`src/rtl/comp_scan_ctrl_pkg.sv`:
```
// Shared types and helpers for the comparator scan controller.
// Optional hysteresis is enabled by defining COMP_SCAN_HYST_EN.
package comp_scan_ctrl_pkg;

    localparam int unsigned W_DEF = 5;
    localparam int unsigned ST_W  = 3;
    localparam int unsigned CNT_W = 3;

    typedef enum logic [ST_W-1:0] {
        ST_IDLE = 3'd0,
        ST_SEL  = 3'd1,
        ST_CMP  = 3'd2,
        ST_UPD  = 3'd3,
        ST_DONE = 3'd4
    } state_e;

    // Ceiling log2 with a floor of 1 so a 1-bit index is always available.
    function automatic int unsigned clog2(input int unsigned n);
        int unsigned r;
        r = 0;
        while ((32'd1 << r) < n) begin
            r = r + 1;
        end
        return (r == 0) ? 1 : r;
    endfunction

endpackage

```
`src/rtl/comp_scan_ctrl_cmp.sv`:
```
// Shared unsigned magnitude comparator: ge_c = 1 when a >= b.
module comp_scan_ctrl_cmp
    import comp_scan_ctrl_pkg::*;
#(
    parameter int unsigned W = W_DEF
) (
    input  logic [W-1:0] a,
    input  logic [W-1:0] b,
    output logic         ge_c
);

    assign ge_c = (a >= b);

endmodule

```
`src/rtl/comp_scan_ctrl.sv`:
```
// Round-robin scan controller sharing one comparator across N_CH debounced alarms.
// Define COMP_SCAN_HYST_EN to lower the clear threshold by HYST while an alarm is set.
module comp_scan_ctrl
    import comp_scan_ctrl_pkg::*;
#(
    parameter int unsigned N_CH = 4,
    parameter int unsigned W    = W_DEF,
    parameter int unsigned DEB  = 3,
    parameter int unsigned HYST = 2
) (
    input  logic                       clk,
    input  logic                       reset,
    input  logic                       start,
    input  logic [N_CH-1:0]            ch_en,
    input  logic [N_CH*W-1:0]          sample_bus,
    input  logic [N_CH*W-1:0]          thresh_bus,
    output logic                       busy,
    output logic                       done,
    output logic [N_CH-1:0]            alarm,
    output logic [clog2(N_CH)-1:0]     cur_ch
);

    localparam int unsigned CH_W = clog2(N_CH);

`ifdef COMP_SCAN_HYST_EN
    localparam bit HYST_EN = 1'b1;
`else
    localparam bit HYST_EN = 1'b0;
`endif

    // Effective clear margin; zero makes the set and clear thresholds identical.
    localparam logic [W-1:0] HYST_M = HYST_EN ? W'(HYST) : '0;

    state_e               state_q, state_d;
    logic [CH_W-1:0]      cur_ch_q, cur_ch_d;
    logic [W-1:0]         a_q, a_d;
    logic [W-1:0]         b_q, b_d;
    logic                 cmp_q, cmp_d;
    logic [N_CH-1:0]      alarm_q, alarm_d;
    logic [CNT_W-1:0]     cnt_q [N_CH];
    logic [CNT_W-1:0]     cnt_d [N_CH];
    logic                 busy_q, busy_d;
    logic                 done_q, done_d;

    logic [W-1:0]         samp_c [N_CH];
    logic [W-1:0]         thr_c  [N_CH];
    logic [W-1:0]         thr_sel_c;
    logic [W-1:0]         thr_clr_c;
    logic                 last_c;
    logic                 ge_c;

    comp_scan_ctrl_cmp #(
        .W (W)
    ) u_cmp (
        .a    (a_q),
        .b    (b_q),
        .ge_c (ge_c)
    );

    always_comb begin
        for (int i = 0; i < int'(N_CH); i++) begin
            samp_c[i] = sample_bus[i*W +: W];
            thr_c[i]  = thresh_bus[i*W +: W];
        end
    end

    // Clear threshold saturates at zero so a small threshold cannot wrap.
    always_comb begin
        thr_sel_c = thr_c[cur_ch_q];
        thr_clr_c = (thr_sel_c >= HYST_M) ? W'(thr_sel_c - HYST_M) : '0;
        last_c    = (cur_ch_q == CH_W'(N_CH - 1));
    end

    // Next-state, datapath and debounce update.
    always_comb begin
        state_d  = state_q;
        cur_ch_d = cur_ch_q;
        a_d      = a_q;
        b_d      = b_q;
        cmp_d    = cmp_q;
        alarm_d  = alarm_q;
        for (int i = 0; i < int'(N_CH); i++) begin
            cnt_d[i] = cnt_q[i];
        end

        case (state_q)
            ST_IDLE: begin
                if (start) begin
                    cur_ch_d = '0;
                    state_d  = ST_SEL;
                end
            end
            ST_SEL: begin
                if (ch_en[cur_ch_q]) begin
                    a_d     = samp_c[cur_ch_q];
                    b_d     = alarm_q[cur_ch_q] ? thr_clr_c : thr_sel_c;
                    state_d = ST_CMP;
                end else begin
                    alarm_d[cur_ch_q] = 1'b0;
                    cnt_d[cur_ch_q]   = '0;
                    if (last_c) begin
                        state_d = ST_DONE;
                    end else begin
                        cur_ch_d = CH_W'(cur_ch_q + 1'b1);
                        state_d  = ST_SEL;
                    end
                end
            end
            ST_CMP: begin
                cmp_d   = ge_c;
                state_d = ST_UPD;
            end
            ST_UPD: begin
                if (cmp_q == alarm_q[cur_ch_q]) begin
                    cnt_d[cur_ch_q] = '0;
                end else if (cnt_q[cur_ch_q] == CNT_W'(DEB - 1)) begin
                    alarm_d[cur_ch_q] = cmp_q;
                    cnt_d[cur_ch_q]   = '0;
                end else begin
                    cnt_d[cur_ch_q] = CNT_W'(cnt_q[cur_ch_q] + 1'b1);
                end
                if (last_c) begin
                    state_d = ST_DONE;
                end else begin
                    cur_ch_d = CH_W'(cur_ch_q + 1'b1);
                    state_d  = ST_SEL;
                end
            end
            ST_DONE: begin
                state_d = ST_IDLE;
            end
            default: begin
                state_d = ST_IDLE;
            end
        endcase

        busy_d = (state_d != ST_IDLE);
        done_d = (state_d == ST_DONE);
    end

    always_ff @(posedge clk or posedge reset) begin
        if (reset) begin
            state_q  <= ST_IDLE;
            cur_ch_q <= '0;
            a_q      <= '0;
            b_q      <= '0;
            cmp_q    <= 1'b0;
            alarm_q  <= '0;
            busy_q   <= 1'b0;
            done_q   <= 1'b0;
            for (int i = 0; i < int'(N_CH); i++) begin
                cnt_q[i] <= '0;
            end
        end else begin
            state_q  <= state_d;
            cur_ch_q <= cur_ch_d;
            a_q      <= a_d;
            b_q      <= b_d;
            cmp_q    <= cmp_d;
            alarm_q  <= alarm_d;
            busy_q   <= busy_d;
            done_q   <= done_d;
            for (int i = 0; i < int'(N_CH); i++) begin
                cnt_q[i] <= cnt_d[i];
            end
        end
    end

    assign busy   = busy_q;
    assign done   = done_q;
    assign alarm  = alarm_q;
    assign cur_ch = cur_ch_q;

endmodule
```
`config.mk`:
```
export PLATFORM = sky130hd
export DESIGN_NAME = comp_scan_ctrl
export DESIGN_NICKNAME = d
export VERILOG_FILES = /design/src/rtl/comp_scan_ctrl_pkg.sv /design/src/rtl/comp_scan_ctrl_cmp.sv /design/src/rtl/comp_scan_ctrl.sv
export SDC_FILE = /design/constraint.sdc
export NUM_CORES = 1
export LEC_CHECK = 0
export ABC_CLOCK_PERIOD_IN_PS = 3700
export CAP_MARGIN = 20
export CORE_ASPECT_RATIO = 1.75
export CORE_UTILIZATION = 48
export CTS_CLUSTER_DIAMETER = 80
export DETAILED_ROUTE_END_ITERATION = 10
export PLACE_DENSITY = 0.79
export SETUP_SLACK_MARGIN = 0.02
export SLEW_MARGIN = 20
export SYNTH_ARGS = -nofsm -noshare
export SYNTH_HDL_FRONTEND = slang
export SYNTH_SLANG_ARGS = --single-unit
```
`constraint.sdc`:
```
create_clock -name clk -period 3.7 [get_ports clk]
set_input_delay 0.925 -clock clk [delete_from_list [all_inputs] [get_ports clk]]
set_output_delay 0.925 -clock clk [all_outputs]
set_load 0.02 [all_outputs]
```
Word level (Yosys, flattened, before mapping)
Index checks and enable logic that the tools add are counted.
Word-level totals
  flip-flop bits (word level): 34
  bits in latches: 0
  memory bits (writable): 0
  ROM bits: 0
  output and inout port bits: 8
  word-level logic and storage cells: 83
  memories kept: 0
Operators by class
  add/sub/neg operators: 2
  $mul: 0
  divide/modulo/power cells: 0
  order comparisons: 6
  equality and inequality tests: 11
  shift-type cells: 0
  multiplexer cells: 37
  bitwise operators: 5
  reduce and logical (&&, ||, !) cells: 10
Operators with widths (count)
  2-to-1 mux 12 bit: 3
  2-to-1 mux 5 bit: 6
  case mux 12 bit (2 select lines): 1
  binary-select mux 5 bit (select 2 bit): 2
  2-to-1 mux 3 bit: 6
  bitwise AND 12 bit: 1
  bitwise mux 12 bit: 1
  2-to-1 mux 4 bit: 3
  NOT 12 bit: 1
  case mux 3 bit (4 select lines): 1
  == test 3 x 2 -> 1 bit (second input constant): 3
  != test 2 bit (second input constant): 4
  case mux 4 bit (2 select lines): 1
  binary-select mux 3 bit (select 2 bit): 1
  demux 3 bit (select 2 bit): 1
  2-to-1 mux 2 bit: 3
  case mux 2 bit (3 select lines): 1
  nonzero test 3 bit: 2
  greater-or-equal comparator 5 x 1 -> 1 bit (second input constant): 1
  greater-or-equal comparator 5 bit: 1
  bitwise AND 4 bit: 1
  binary-select mux 1 bit (select 2 bit): 2
  bitwise mux 4 bit: 1
  NOT 4 bit: 1
  other kinds (19): 23

Depth between registers and ports, before layout
  depth in word-level cells: 10
  mapped depth: 10

Hierarchy
Synthesis repeated with hierarchy kept, for this count alone.
Unflattened totals
  cell total of the unflattened synthesis: 167
  area total of the unflattened synthesis: 2135.8 µm²
By module, submodules not included
  comp_scan_ctrl: times used 1, cells an instance 151, area each 2020.7 µm², seq. area each 850.8 µm²
  comp_scan_ctrl_cmp: times used 1, cells an instance 16, area each 115.1 µm², seq. area each 0.0 µm²

Worst setup path before layout
No wires, ideal clock.
  path kind: flip-flop to flip-flop
  start: reg cur_ch_q[0], in the netlist cur_ch[0]
  end: reg cnt_q[0] in the netlist's numbering
  library setup time: 0.065 ns
  arrival time: 2.728 ns
  required time: 3.635 ns
  setup slack: 0.907 ns
  stages on the path, launching flop included: 10
  path buffers: 2
  clock period less this slack: 2.793 ns
  cell sequence: dfrtp_1 > buf_4 > buf_2 > mux4_1 > ha_1 > and2_1 > a22o_1 > or4_1 > nor2_1 > mux2_2
On the way
  longest elaborated chain between the ends: 10
RTL lines
  from (decl): RTL line comp_scan_ctrl.sv:35  | logic [CH_W-1:0] cur_ch_q, cur_ch_d;
  from (signal assigned): RTL line comp_scan_ctrl.sv:156  | cur_ch_q <= cur_ch_d;
  branches (longest 10 deep; another with adder 3 x 1 -> 3 bit)
  to (signal, indexed assignment): RTL line comp_scan_ctrl.sv:164  | cnt_q[i] <= cnt_d[i];
  to (decl): RTL line comp_scan_ctrl.sv:40  | logic [CNT_W-1:0] cnt_q [N_CH];
Parallel ways; which one is timed is not known. The select of a mux whose other input is x is not followed.
A chain may end at the register's enable or synchronous reset.

Worst setup path after layout
  start: reg cur_ch_q[0], in the netlist cur_ch[0]
  end: out cur_ch[0]
RTL lines
  to (decl): RTL line comp_scan_ctrl.sv:20  | output logic [clog2(N_CH)-1:0] cur_ch
No word-level cell between the ends.

==> flow_summary.json <==
{
  "cts_buffer_depth": 2,
  "cts_made_buffers": 5,
  "netlist_instances": 164,
  "port_buffers": 54,
  "worstPathArrival_ns": 1.92,
  "multi_input_area_sq_mm": 0.001122,
  "routedWlPerCell_microns": 18.09,
  "dpl-instance-area_sq_mm": 0.002639,
  "crit_fanout": 14,
  "crit_type": "flop to primary output",
  "synth-seq-cells": 34,
  "start_kind": "flop",
  "globalplace.congestion": 0.7754,
  "synth_nets": 222,
  "finalCritPeriodShare": 0.7692,
  "finalCriticalPeriod_ns": 2.846,
  "hold_class": "flop to flop",
  "yosysMostFrequentCell": "dfrtp_1",
  "nets": 279,
  "die_h_microns": 88.71,
  "synth_common_cells": "dfrtp_1, mux2_2, nand2_1",
  "grt_pass1_wl_microns": 7527,
  "hold_viol_final": 0,
  "drtPass1Iterations": 4,
  "skew_ns": 0.005613,
  "rsz0062_at_grt": "false",
  "power.leakage_nw": 1.178,
  "synth_edf_count": 0,
  "drive_above_1_share": 0.2262,
  "fp.dieArea_sq_mm": 0.004572,
  "ant_nets": 0,
  "grtUsageTotal": 0.2294,
  "chipWidth_microns": 51.55,
  "cts_setup_buffers": 0,
  "cts_resized": 0,
  "syn_area_per_cell_sq_um": 12.57,
  "vias": 1531,
  "ios": 55,
  "power_density_mw_per_mm2": 668.3,
  "grt_start_max_net_pins": 35,
  "netlist_area_sq_mm": 0.002062,
  "overflow": 0,
  "clock_latency_ns": 0.28,
  "status": "finished clean",
  "antenna_found_initial": 0,
  "path_clk_slew_ns": 0.06,
  "fin_area_sq_mm": 0.002715,
  "synth_ff_type": "dfrtp_1",
  "drv_slew": 0,
  "hold_buffers": 0,
  "seqCellArea_sq_um": 850.8,
  "rows": 31,
  "final.fill_count": 345,
  "numClockSinks": 34,
  "vias_per_cell": 5.670,
  "ys_seq_area_frac": 0.4126,
  "finalWirelength_microns": 4883,
  "start_util": 0.5015,
  "max_freq_ghz": 0.3514,
  "diodes": 0,
  "grt_pass1_vias": 1661,
  "yosysUniqueCellTypes": 36,
  "relSlewSlack": 0.5403,
  "netlist.area_leader.share": 0.4126,
  "core_area_sq_mm": 0.004111,
  "drc_errors": 0,
  "finalSetupViolCount": 0,
  "endpoint_kind": "primary output",
  "cts_tree": "built",
  "finalSetupTns_ns": 0,
  "dpl.hpwl_microns": 3716,
  "synthTopCellsByArea": "dfrtp_1, mux4_2, mux2_2",
  "ir_drop_mv": 0.3457,
  "worst_slew_pin_slew_ns": 0.6844,
  "cts.htree.levels": 2,
  "drtIter0Drc": 28,
  "required_ns": 2.77,
  "yosysTopAreaCell": "dfrtp_1",
  "syn2layout_area_growth_pct": 31.67,
  "drv_cap": 0,
  "async_flop_share": 1.000,
  "clockRootBuffer": "clkbuf_8",
  "ys_warn_count": 0
}
-- final timing paths --
path	startpoint	end	slack (ns)	cells past startpoint
max in group asynchronous	reset	cnt_q[6]	2.35	3
max reg2reg	cur_ch[1]	cnt_q[0]	1.00	7
min in group asynchronous	reset	a_q[0]	1.04	3
min reg2reg	cnt_q[11]	cnt_q[11]	0.50	1
min	cnt_q[11]	cnt_q[11]	0.50	1
max	cur_ch[0]	cur_ch[0]	0.85	2
-- sequential cells by signal, indices dropped and copies added (netlist names) --
signal / cells
cnt_q: 12
a_q: 5
b_q: 5
alarm: 4
state_q: 3
cur_ch: 2
busy: 1
cmp_q: 1
done: 1
-- critical path, stage by stage (launching register included) --
cell and delay [ns]:
dfrtp_1 0.64, buf_4 0.34, clkdlybuf4s50_1 0.65
-- power by group --
part	switching [mW]	total, mW	internal, mW
clock network	0.120	0.249	0.129
registers	0.103	0.593	0.490
logic	0.468	0.973	0.505
-- routing by layer --
| metal | vias to the layer above | share of wire | GRT usage |
|---|---|---|---|
| met5 | - | 0 | 0 |
| met4 | 0 | 0.028 | 0.1106 |
| met3 | 11 | 0.065 | 0.05155 |
| met2 | 69 | 0.57 | 0.4463 |
| met1 | 748 | 0.33 | 0.2156 |
| li1 | 703 | - | - |
-- final cells by class --
class,count,share of cell area
multi-input cells,112,0.4134
flip-flops and latches,34,0.3134
clock buffers,7,0.02811
repair buffers,57,0.2074
inverters,11,0.01521
well taps,49,0.02258
-- metrics by stage --
stage                     hold slack (ns)  utilization  setup WS [ns]  total power, mW  cells
after global placement             0.4809       0.6418         0.7049            1.525    263
after CTS                          0.5089       0.6604         0.8188            1.832    270
after detailed placement           0.4908       0.6418         0.6731            1.565    263
final                              0.5046       0.6604         0.8541            1.814    270
after global routing               0.5238       0.6604         0.7371            1.940    270
after floorplan                    0.4718            -         0.9069            1.306    164
-- kinds of logic (layout without fill, tap and decap cells) --
kind of cell / count (synthesis) / in the layout / share of synthesized area
buffers and inverters: 18 / 75 / 0.04308
AND/OR/NAND/NOR: 40 / 40 / 0.09952
adder cells (fa/ha/maj): 11 / 11 / 0.06675
AO/OA/AOI/OAI: 17 / 17 / 0.06493
multiplexers: 43 / 43 / 0.3089
XOR/XNOR: 1 / 1 / 0.004248
flip-flops: 34 / 34 / 0.4126
-- cell usage in the layout (no fill, tap or decap), types with 2 or more instances in the layout --
cell,n
buf_4,3
o21ai_0,6
clkdlybuf4s50_1,54
dfrtp_1,34
a21oi_1,2
nor3_1,3
ha_1,11
nor2_1,6
nor2b_1,2
mux2i_1,5
nand2_1,13
or2_2,2
and2_1,5
mux2_2,22
clkbuf_8,5
a21o_1,2
clkbuf_1,2
inv_1,11
mux4_2,12
mux2i_2,2
nand2b_1,4
Note: power is estimated with default switching activity, not from simulation.
